`src/rtl/cf_fft_pkg.sv`:
```
// Shared types and default sizing for the FFT stage sequencer.
package cf_fft_pkg;

    typedef enum logic [1:0] {
        ST_IDLE  = 2'd0,
        ST_RUN   = 2'd1,
        ST_DRAIN = 2'd2,
        ST_DONE  = 2'd3
    } cf_state_e;

    localparam int CF_LOG2N_DEF = 10;
    localparam int CF_LAT_DEF   = 4;

    // Width of the butterfly issue counter: it counts 0 .. N/2-1.
    localparam int CF_KW_DEF = CF_LOG2N_DEF - 1;

    function automatic int cf_kw(input int log2n);
        return log2n - 1;
    endfunction

    // Width of the stage index port; never narrower than one bit.
    function automatic int cf_sw(input int log2n);
        return (log2n > 1) ? $clog2(log2n) : 1;
    endfunction

endpackage

```
`src/rtl/cf_fft_addr_delay.sv`:
```
// Enable-gated LAT-deep delay line carrying {issue_valid, rd_addr_a, rd_addr_b}
// so write-back addresses line up with butterfly results.
module cf_fft_addr_delay
    import cf_fft_pkg::*;
#(
    parameter int AW  = CF_LOG2N_DEF,
    parameter int LAT = CF_LAT_DEF
) (
    input  logic          clock_c,
    input  logic          reset,
    input  logic          en,
    input  logic          in_valid,
    input  logic [AW-1:0] in_a,
    input  logic [AW-1:0] in_b,
    output logic          out_valid,
    output logic [AW-1:0] out_a,
    output logic [AW-1:0] out_b
);

    logic [LAT-1:0]         v_q = '0;
    logic [LAT-1:0]         v_d;
    logic [LAT-1:0][AW-1:0] a_q = '0;
    logic [LAT-1:0][AW-1:0] a_d;
    logic [LAT-1:0][AW-1:0] b_q = '0;
    logic [LAT-1:0][AW-1:0] b_d;

    // Shift one slot per enabled cycle; hold everything while the pipe is frozen.
    always_comb begin
        v_d = v_q;
        a_d = a_q;
        b_d = b_q;
        if (en) begin
            v_d[0] = in_valid;
            a_d[0] = in_a;
            b_d[0] = in_b;
            for (int i = 1; i < LAT; i++) begin
                v_d[i] = v_q[i-1];
                a_d[i] = a_q[i-1];
                b_d[i] = b_q[i-1];
            end
        end
    end

    // Delay-line registers with synchronous clear.
    always_ff @(posedge clock_c) begin
        if (reset) begin
            v_q <= '0;
            a_q <= '0;
            b_q <= '0;
        end else begin
            v_q <= v_d;
            a_q <= a_d;
            b_q <= b_d;
        end
    end

    assign out_valid = v_q[LAT-1];
    assign out_a     = a_q[LAT-1];
    assign out_b     = b_q[LAT-1];

endmodule

```
`src/rtl/cf_fft_stage_seq.sv`:
```
// Radix-2 FFT stage sequencer: walks the N/2 butterflies of one stage,
// generates operand/twiddle addresses and the delayed write-back addresses.
//
// state | meaning
// IDLE  | waiting for start; bad stage index pulses err
// RUN   | issuing one butterfly per enabled cycle, k = 0 .. N/2-1
// DRAIN | flushing the LAT-deep butterfly pipeline
// DONE  | one-cycle done pulse, then back to IDLE
module cf_fft_stage_seq
    import cf_fft_pkg::*;
#(
    parameter int LOG2N = CF_LOG2N_DEF,
    parameter int LAT   = CF_LAT_DEF
) (
    input  logic                    clock_c,
    input  logic                    reset,
    input  logic                    start,
    input  logic [cf_sw(LOG2N)-1:0] stage,
    input  logic                    stall,
    output logic [LOG2N-1:0]        rd_addr_a,
    output logic [LOG2N-1:0]        rd_addr_b,
    output logic [LOG2N-2:0]        tw_addr,
    output logic                    bf_en,
    output logic [LOG2N-1:0]        wr_addr_a,
    output logic [LOG2N-1:0]        wr_addr_b,
    output logic                    wr_valid,
    output logic                    busy,
    output logic                    done,
    output logic                    err
);

    localparam int AW = LOG2N;
    localparam int KW = cf_kw(LOG2N);
    localparam int SW = cf_sw(LOG2N);
    localparam int CW = $clog2(LAT + 1);

    localparam logic [SW:0]   S_LIMIT    = (SW+1)'(LOG2N);
    localparam logic [SW:0]   TW_TOP     = (SW+1)'(KW);
    localparam logic [KW-1:0] K_LAST     = '1;
    localparam logic [CW-1:0] DRAIN_LOAD = CW'(LAT);

    cf_state_e     state_q = ST_IDLE;
    cf_state_e     state_d;
    logic [KW-1:0] k_q = '0;
    logic [KW-1:0] k_d;
    logic [SW-1:0] s_q = '0;
    logic [SW-1:0] s_d;
    logic [CW-1:0] cnt_q = '0;
    logic [CW-1:0] cnt_d;
    logic          err_q = 1'b0;
    logic          err_d;

    logic          en;
    logic          issue_valid;
    logic [AW-1:0] step;
    logic [AW-1:0] k_ext;
    logic [AW-1:0] pos;
    logic [AW-1:0] grp;
    logic [AW-1:0] issue_a;
    logic [AW-1:0] issue_b;
    logic [KW-1:0] issue_tw;
    logic [AW-1:0] dly_in_a;
    logic [AW-1:0] dly_in_b;
    logic          dly_valid;
    logic [AW-1:0] dly_a;
    logic [AW-1:0] dly_b;

    // Butterfly address generation: insert a zero bit at position s of k.
    always_comb begin
        step     = AW'(1) << s_q;
        k_ext    = AW'(k_q);
        pos      = k_ext & (step - AW'(1));
        grp      = k_ext >> s_q;
        issue_a  = (grp << ({1'b0, s_q} + 1'b1)) | pos;
        issue_b  = issue_a + step;
        issue_tw = KW'(pos << (TW_TOP - {1'b0, s_q}));
    end

    // Next-state, counter and issue-enable logic.
    always_comb begin
        state_d     = state_q;
        k_d         = k_q;
        s_d         = s_q;
        cnt_d       = cnt_q;
        err_d       = 1'b0;
        en          = 1'b0;
        issue_valid = 1'b0;
        case (state_q)
            ST_IDLE: begin
                if (start) begin
                    if ({1'b0, stage} < S_LIMIT) begin
                        state_d = ST_RUN;
                        k_d     = '0;
                        s_d     = stage;
                    end else begin
                        err_d = 1'b1;
                    end
                end
            end
            ST_RUN: begin
                if (!stall) begin
                    en          = 1'b1;
                    issue_valid = 1'b1;
                    if (k_q == K_LAST) begin
                        state_d = ST_DRAIN;
                        cnt_d   = DRAIN_LOAD;
                    end else begin
                        k_d = k_q + KW'(1);
                    end
                end
            end
            ST_DRAIN: begin
                if (!stall) begin
                    en    = 1'b1;
                    cnt_d = cnt_q - CW'(1);
                    if (cnt_q == CW'(1)) begin
                        state_d = ST_DONE;
                    end
                end
            end
            ST_DONE: begin
                state_d = ST_IDLE;
            end
            default: begin
                state_d = ST_IDLE;
            end
        endcase
    end

    // Sequencer registers with synchronous clear.
    always_ff @(posedge clock_c) begin
        if (reset) begin
            state_q <= ST_IDLE;
            k_q     <= '0;
            s_q     <= '0;
            cnt_q   <= '0;
            err_q   <= 1'b0;
        end else begin
            state_q <= state_d;
            k_q     <= k_d;
            s_q     <= s_d;
            cnt_q   <= cnt_d;
            err_q   <= err_d;
        end
    end

    // Drained slots carry zero addresses so the pipe never holds stale pairs.
    always_comb begin
        dly_in_a = issue_valid ? issue_a : '0;
        dly_in_b = issue_valid ? issue_b : '0;
    end

    cf_fft_addr_delay #(
        .AW  (AW),
        .LAT (LAT)
    ) u_addr_delay (
        .clock_c   (clock_c),
        .reset     (reset),
        .en        (en),
        .in_valid  (issue_valid),
        .in_a      (dly_in_a),
        .in_b      (dly_in_b),
        .out_valid (dly_valid),
        .out_a     (dly_a),
        .out_b     (dly_b)
    );

    // Output drive; reset forces every output low in the same cycle.
    always_comb begin
        rd_addr_a = '0;
        rd_addr_b = '0;
        tw_addr   = '0;
        bf_en     = 1'b0;
        wr_addr_a = '0;
        wr_addr_b = '0;
        wr_valid  = 1'b0;
        busy      = 1'b0;
        done      = 1'b0;
        err       = 1'b0;
        if (!reset) begin
            if (state_q == ST_RUN) begin
                rd_addr_a = issue_a;
                rd_addr_b = issue_b;
                tw_addr   = issue_tw;
            end
            bf_en     = en;
            wr_addr_a = dly_a;
            wr_addr_b = dly_b;
            wr_valid  = en & dly_valid;
            busy      = (state_q == ST_RUN) || (state_q == ST_DRAIN);
            done      = (state_q == ST_DONE);
            err       = err_q;
        end
    end

endmodule

```
`config.mk`:
```
export PLATFORM = sky130hd
export DESIGN_NAME = cf_fft_stage_seq
export DESIGN_NICKNAME = d
export VERILOG_FILES = /design/src/rtl/cf_fft_pkg.sv /design/src/rtl/cf_fft_addr_delay.sv /design/src/rtl/cf_fft_stage_seq.sv
export SDC_FILE = /design/constraint.sdc
export NUM_CORES = 1
export LEC_CHECK = 0
export CORE_MARGIN = 2
export CORE_UTILIZATION = 35
export CTS_CLUSTER_DIAMETER = 120
export CTS_CLUSTER_SIZE = 20
export DETAILED_ROUTE_END_ITERATION = 16
export SLEW_MARGIN = 25
export SYNTH_ARGS = -nofsm -noshare
export SYNTH_HDL_FRONTEND = slang
export SYNTH_SLANG_ARGS = --single-unit
```
`constraint.sdc`:
```
create_clock -name clock_c -period 4.48 [get_ports clock_c]
set_input_delay 0.672 -clock clock_c [delete_from_list [all_inputs] [get_ports clock_c]]
set_output_delay 0.672 -clock clock_c [all_outputs]
set_load 0.05 [all_outputs]
```
# Yosys cells after proc, flatten, opt, wreduce, memory -nomap -nowiden
# Index checks and enable logic that the tools add are counted.
# Widths: inputs -> output; s select.
[totals]
regBits = 103
inputBits = 8
output_inout_bits = 54
word_cells = 87
[classes]
addsub = 6
magnitude_cmp = 1
eq_ne = 12
n_shift = 4
n_mux = 35
bitwise = 5
n_reduce_logical = 10
[op_table]
columns = ["operator", "count"]
rows = [
  ["$mux 10", 8],
  ["$mux 9", 6],
  ["$pmux 9 s2", 1],
  ["$ne 2x2->1 const B", 7],
  ["$mux 2", 6],
  ["$add 10x10->10", 1],
  ["$and 9x10->10", 1],
  ["$or 10x10->10", 1],
  ["$shl 1x4->10 const A", 1],
  ["$shl 10x5->10", 1],
  ["$shl 10x5->9", 1],
  ["$shr 9x4->10", 1],
  ["$sub 10x1->10 const B", 1],
  ["$add 9x1->9 const B", 1],
  ["$eq 9x9->1 const B", 1],
  ["$mux 1", 9],
  ["$mux 3", 3],
  ["$pmux 2 s4", 1],
  ["$pmux 3 s2", 1],
  ["$reduce_and 6->1", 1],
  ["$add 4x1->5 const B", 1],
  ["$reduce_and 5->1", 1],
  ["$sub 4x4->5 const A", 1],
  ["$eq 2x2->1 const B", 2],
  ["other kinds (13)", 15],
]

# Longest topological paths before layout
[logic_depth]
ltp_word = 7
mapped_depth = 20
ltp_nobuf = 16

# By module
# Synthesis repeated with hierarchy kept, for this count alone.
[unflattened]
hier_cells = 784
hier_area_um2 = 6603.8
[by_module_without_submodules]
columns = ["module", "n_inst", "cells_per_inst", "area_per_inst_um2", "seq_area_each_um2"]
rows = [
  ["cf_fft_stage_seq", 1, 493, 3412.0, 380.4],
  ["cf_fft_addr_delay", 1, 291, 3191.8, 1681.6],
]

# Worst setup path after synthesis
# No wires, ideal clock.
[synth_timing]
path_type = "reg2out"
start = "register s_q[1]"
end = "output rd_addr_b[9]"
arrival_ns = 4.232
required_time_ns = 3.808
slack_ns = -0.424
path_stages_with_launch = 21
n_path_buf = 4
cell_sequence = "dfxtp_1 buf_2 buf_2 inv_1 ha_1 clkbuf_1 buf_1 xor2_1 o22ai_1 a32oi_1 nand2_1 o211ai_1 nand2_1 ha_1 inv_1 o21ai_0 and2_1 nor4_1 a21oi_1 xor2_1 nor2_1"
[synth_via]
elab_chain_len = 7
word_cells_on_any_way = 10
cone_classes = "3 x add/sub; 3 x shift; 2 x mux; 2 x bitwise"
[synth_rtl]
columns = ["element", "line_no", "source"]
rows = [
  ["start, declared", "cf_fft_stage_seq.sv:46", "logic [SW-1:0] s_q = '0;"],
  ["start signal, assigned", "cf_fft_stage_seq.sv:135", "s_q <= '0;"],
  ["start signal, assigned", "cf_fft_stage_seq.sv:141", "s_q <= s_d;"],
  ["$shl 1x4->10", "cf_fft_stage_seq.sv:70", "step = AW'(1) << s_q;"],
  ["$sub 10x1->10", "cf_fft_stage_seq.sv:72", "pos = k_ext & (step - AW'(1));"],
  ["$and 9x10->10", "cf_fft_stage_seq.sv:72", ""],
  ["$or 10x10->10", "cf_fft_stage_seq.sv:74", "issue_a = (grp << ({1'b0, s_q} + 1'b1)) | pos;"],
  ["$add 10x10->10 (*)", "cf_fft_stage_seq.sv:75", "issue_b = issue_a + step;"],
  ["$mux 10 (*)", "cf_fft_stage_seq.sv:181", "if (state_q == ST_RUN) begin"],
  ["$mux 10 (*)", "cf_fft_stage_seq.sv:180", "if (!reset) begin"],
  ["end, declared", "cf_fft_stage_seq.sv:21", "output logic [LOG2N-1:0] rd_addr_b,"],
]
# Mark *: on every way between the ends. The rest lies on a longest branch, timed or not.

# Worst setup path in the final report
# Same ends and word-level chain as after synthesis.

==> results.md <==
- Clk sinks: just over 100
- Distinct cells, synth: 75
- Final Hold Fails: 0
- Vias per std cell: 5.26
- CP required: 3.81 ns
- Yosys warning total: 0
- Syn Inst Count: 747
- I/O pin count: 62
- CTS Buffer Depth: 2
- Hold slack final: 0.446 ns
- Top cells by area, synth: dfxtp_1 35%, nand2_1 8.3%, a21oi_1 6.5%
- Setup Crit Path Kind: flip-flop to primary output
- Largest fanout on the critical path: 7
- Max Cap Violations: 0
- Hold buffers post-CTS: 0
- DR iter-0 viols: around 560
- # DRC: 0
- CTS Buf Count: 9
- Slowest CP cell: dfxtp_4
- Worst slew pin tran: a little over 0.9 ns
- Gr usage total: 18.7%
- Static Leak: ~3 nW
- Non-Filler Instances: 1,064
- Max Fclk: around 0.23 GHz
- Post-synth EDFFs: 0
- Max incr delay on CP: 0.37 ns
- Slew margin rel.: 39.0%
- Die Footprint: 0.0179 sq mm
- CTS tree: built
- Layout cell share with drive strength beyond 1: 21.8%
- Peak supply drop: ~0.00028 V
- Filler instances: 1,616
- Critical path arrival: 3.75 ns
- Post-Syn Area: 0.00590 sq mm
- Placed Area: 0.00713 sq mm
- Core area: 0.0165 sq mm
- H-tree depth: 3
- First-pass GRT wire length: around 27,000 um
- Avg Cell Area, Syn: 7.89 sq um
- ANT nets after route: 0
- Most common cell in the synthesized netlist: nand2_1
- Power Dens Cells: 404 mW/mm^2
- P&R area growth vs syn: 35.2%
- TritonRoute pass-1 iters: 5
- Die Wd: approximately 130 um
- Commonest cells post-synth: 130 x nand2_1, 103 x dfxtp_1, 77 x a21oi_1
- Pin count of the biggest net entering global routing: 103
- Status: completed
- Clock Latency Late Sink: 0.35 ns
- Port bufs: between 60 and 70
- Register area share after synthesis: 35.0%
- Final Skew: 0.0121 ns
- N_diodes: 0
- Fin area: 0.00797 sq mm
- Async set or reset register ratio after synthesis: 0%
- Root Driver: clkbuf_16
- Critical Path End Type: primary output
- Wire length per cell: 16.0 um
- Initial antenna violation count: 0
- Initial Util: a little over a third
- Period utilization: 98.7%
- RSZ-0062 raised after global routing: yes
- Syn nets: 783
- Row cnt: between 40 and 50
- Synthesized flop and latch total: 103
- Routability Congestion: 0.957
- Worst path cell trace: buf_12 > ha_2 > ha_2 > or3_1 > a21oi_1 > o31a_1 > a21o_1 > ha_4 > a21oi_2 > o21ai_0 > and2_1 > nor4_2 > a21oi_2 > xor2_2 > nor2_4 > buf_12
- Number of global-route vias before repair: 5,032
- Synth Flop Type: dfxtp_1
- Startpoint types: flip-flop
- Max Slew Vio Count: 0
- Clk slew on worst S/H paths: about 0.08 ns
- Detailed Route WL: 17,000 um
- Tmin final: 4.42 ns
- Height of the die: 134 um
- Hold WC Path Type: flip-flop to flip-flop
- Post-synth top area share: 35.0%
- DP Cell Count: 1,018
- Total power: between 3 and 4 mW
- GR Overflow Total: 0
- Cell taking the most area after synthesis: dfxtp_1
- Final nets: 875
- Via count: 5,592
- Setup violators final: 0
- Final HPWL DP: 11,800 um
-- stage by stage --
stage          utilization (%)  setup WS (ns)   TNS, ns
6_report                  48.2         0.0590         0
5_1_grt                   48.2         -0.165    -0.288
4_1_cts                   45.8        0.00815         0
3_5_place_dp              43.2       -0.00445  -0.00445
3_3_place_gp              43.2         0.0159         0
2_1_floorplan                -        -0.0674   -0.0674
-- worst paths after layout --
check,to,cells past startpoint,slack [ns],start
setup / recovery,rd_addr_b[9],16,0.06,s_q[1]
hold / removal,u_addr_delay.a_q[23],2,0.45,u_addr_delay.a_q[13]
setup reg to reg,u_addr_delay.b_q[9],20,0.50,s_q[1]
hold reg to reg,u_addr_delay.a_q[23],2,0.45,u_addr_delay.a_q[13]
-- state kept, by name, summed over array words and instances, names as in the netlist --
signal,count
err_q,1
u_addr_delay.a_q,30
u_addr_delay.out_a,10
state_q,2
u_addr_delay.b_q,30
s_q,4
u_addr_delay.out_b,10
u_addr_delay.v_q,4
cnt_q,3
k_q,9
-- cell usage in the layout, fill, tap and decap left out, types with 5 or more instances in the layout --
cell type	count
a211oi_1	5
nor3b_1	7
nand3b_1	9
and2_1	17
clkdlybuf4s50_1	30
ha_1	20
xor2_1	6
o21ai_1	7
nor2b_1	27
o211ai_1	5
o21ai_0	17
buf_4	69
mux2i_1	11
buf_12	27
nand2_1	130
a21oi_1	73
buf_6	5
a22oi_1	9
a21o_1	7
nor3_1	9
xnor2_1	9
nand3_1	19
inv_1	22
dfxtp_1	98
nor2_2	5
nor2_1	51
clkbuf_16	10
o22a_1	20
-- layout make-up --
class	count	area [sq um]	share of cell area (%)
multi-input combinational	568	3760	47.2
sequential	103	2080	26.0
timing repair buffer	132	1440	18.1
tap	220	275	3.45
clock buffer	9	225	2.83
clock inverter	7	97.6	1.22
inverter	25	96.3	1.21
-- cell families (layout without fill, tap and decap cells) --
family / count (synthesis) / count (layout) / share of synthesized area [%]
compound gates: 190 / 190 / 21.0
xor+xnor: 18 / 18 / 2.67
fa+ha+maj: 28 / 28 / 6.07
buf+inv: 76 / 173 / 5.24
flops: 103 / 103 / 35.0
mux: 23 / 23 / 4.84
simple gates: 309 / 309 / 25.2
-- report_power, final --
group	switching [mW]	internal [mW]	leakage, nW	total [mW]
sequential	0.0348	0.999	0.836	1.03
combinational	0.840	0.507	2.06	1.35
clock	0.387	0.455	0.159	0.842
-- layer usage --
metal / GRT usage, % / wire (um) / share of wire [%]
met1: 27.4 / 8100 / 48
met2: 28.3 / 7630 / 45
met3: 2.80 / 868 / 5.1
met4: 5.56 / 370 / 2.2
met5: 0 / 0 / 0
-- timing repair --
action,4_1_cts,5_1_grt
setup endpoints to repair,6,5
setup buffers,10,19
gates resized for setup,15,43
cloned,0,1
pin swaps,6,18
-- worst max-delay path: cells and delay by family (launching register included) --
| kind | cells | cell delay (ns) |
|---|---|---|
| compound gates | 6 | 0.93 |
| xor+xnor | 1 | 0.18 |
| fa+ha+maj | 3 | 0.67 |
| buf+inv | 2 | 0.30 |
| flops | 1 | 0.37 |
| simple gates | 4 | 0.95 |
No activity file was read; power rests on OpenSTA's default activity.
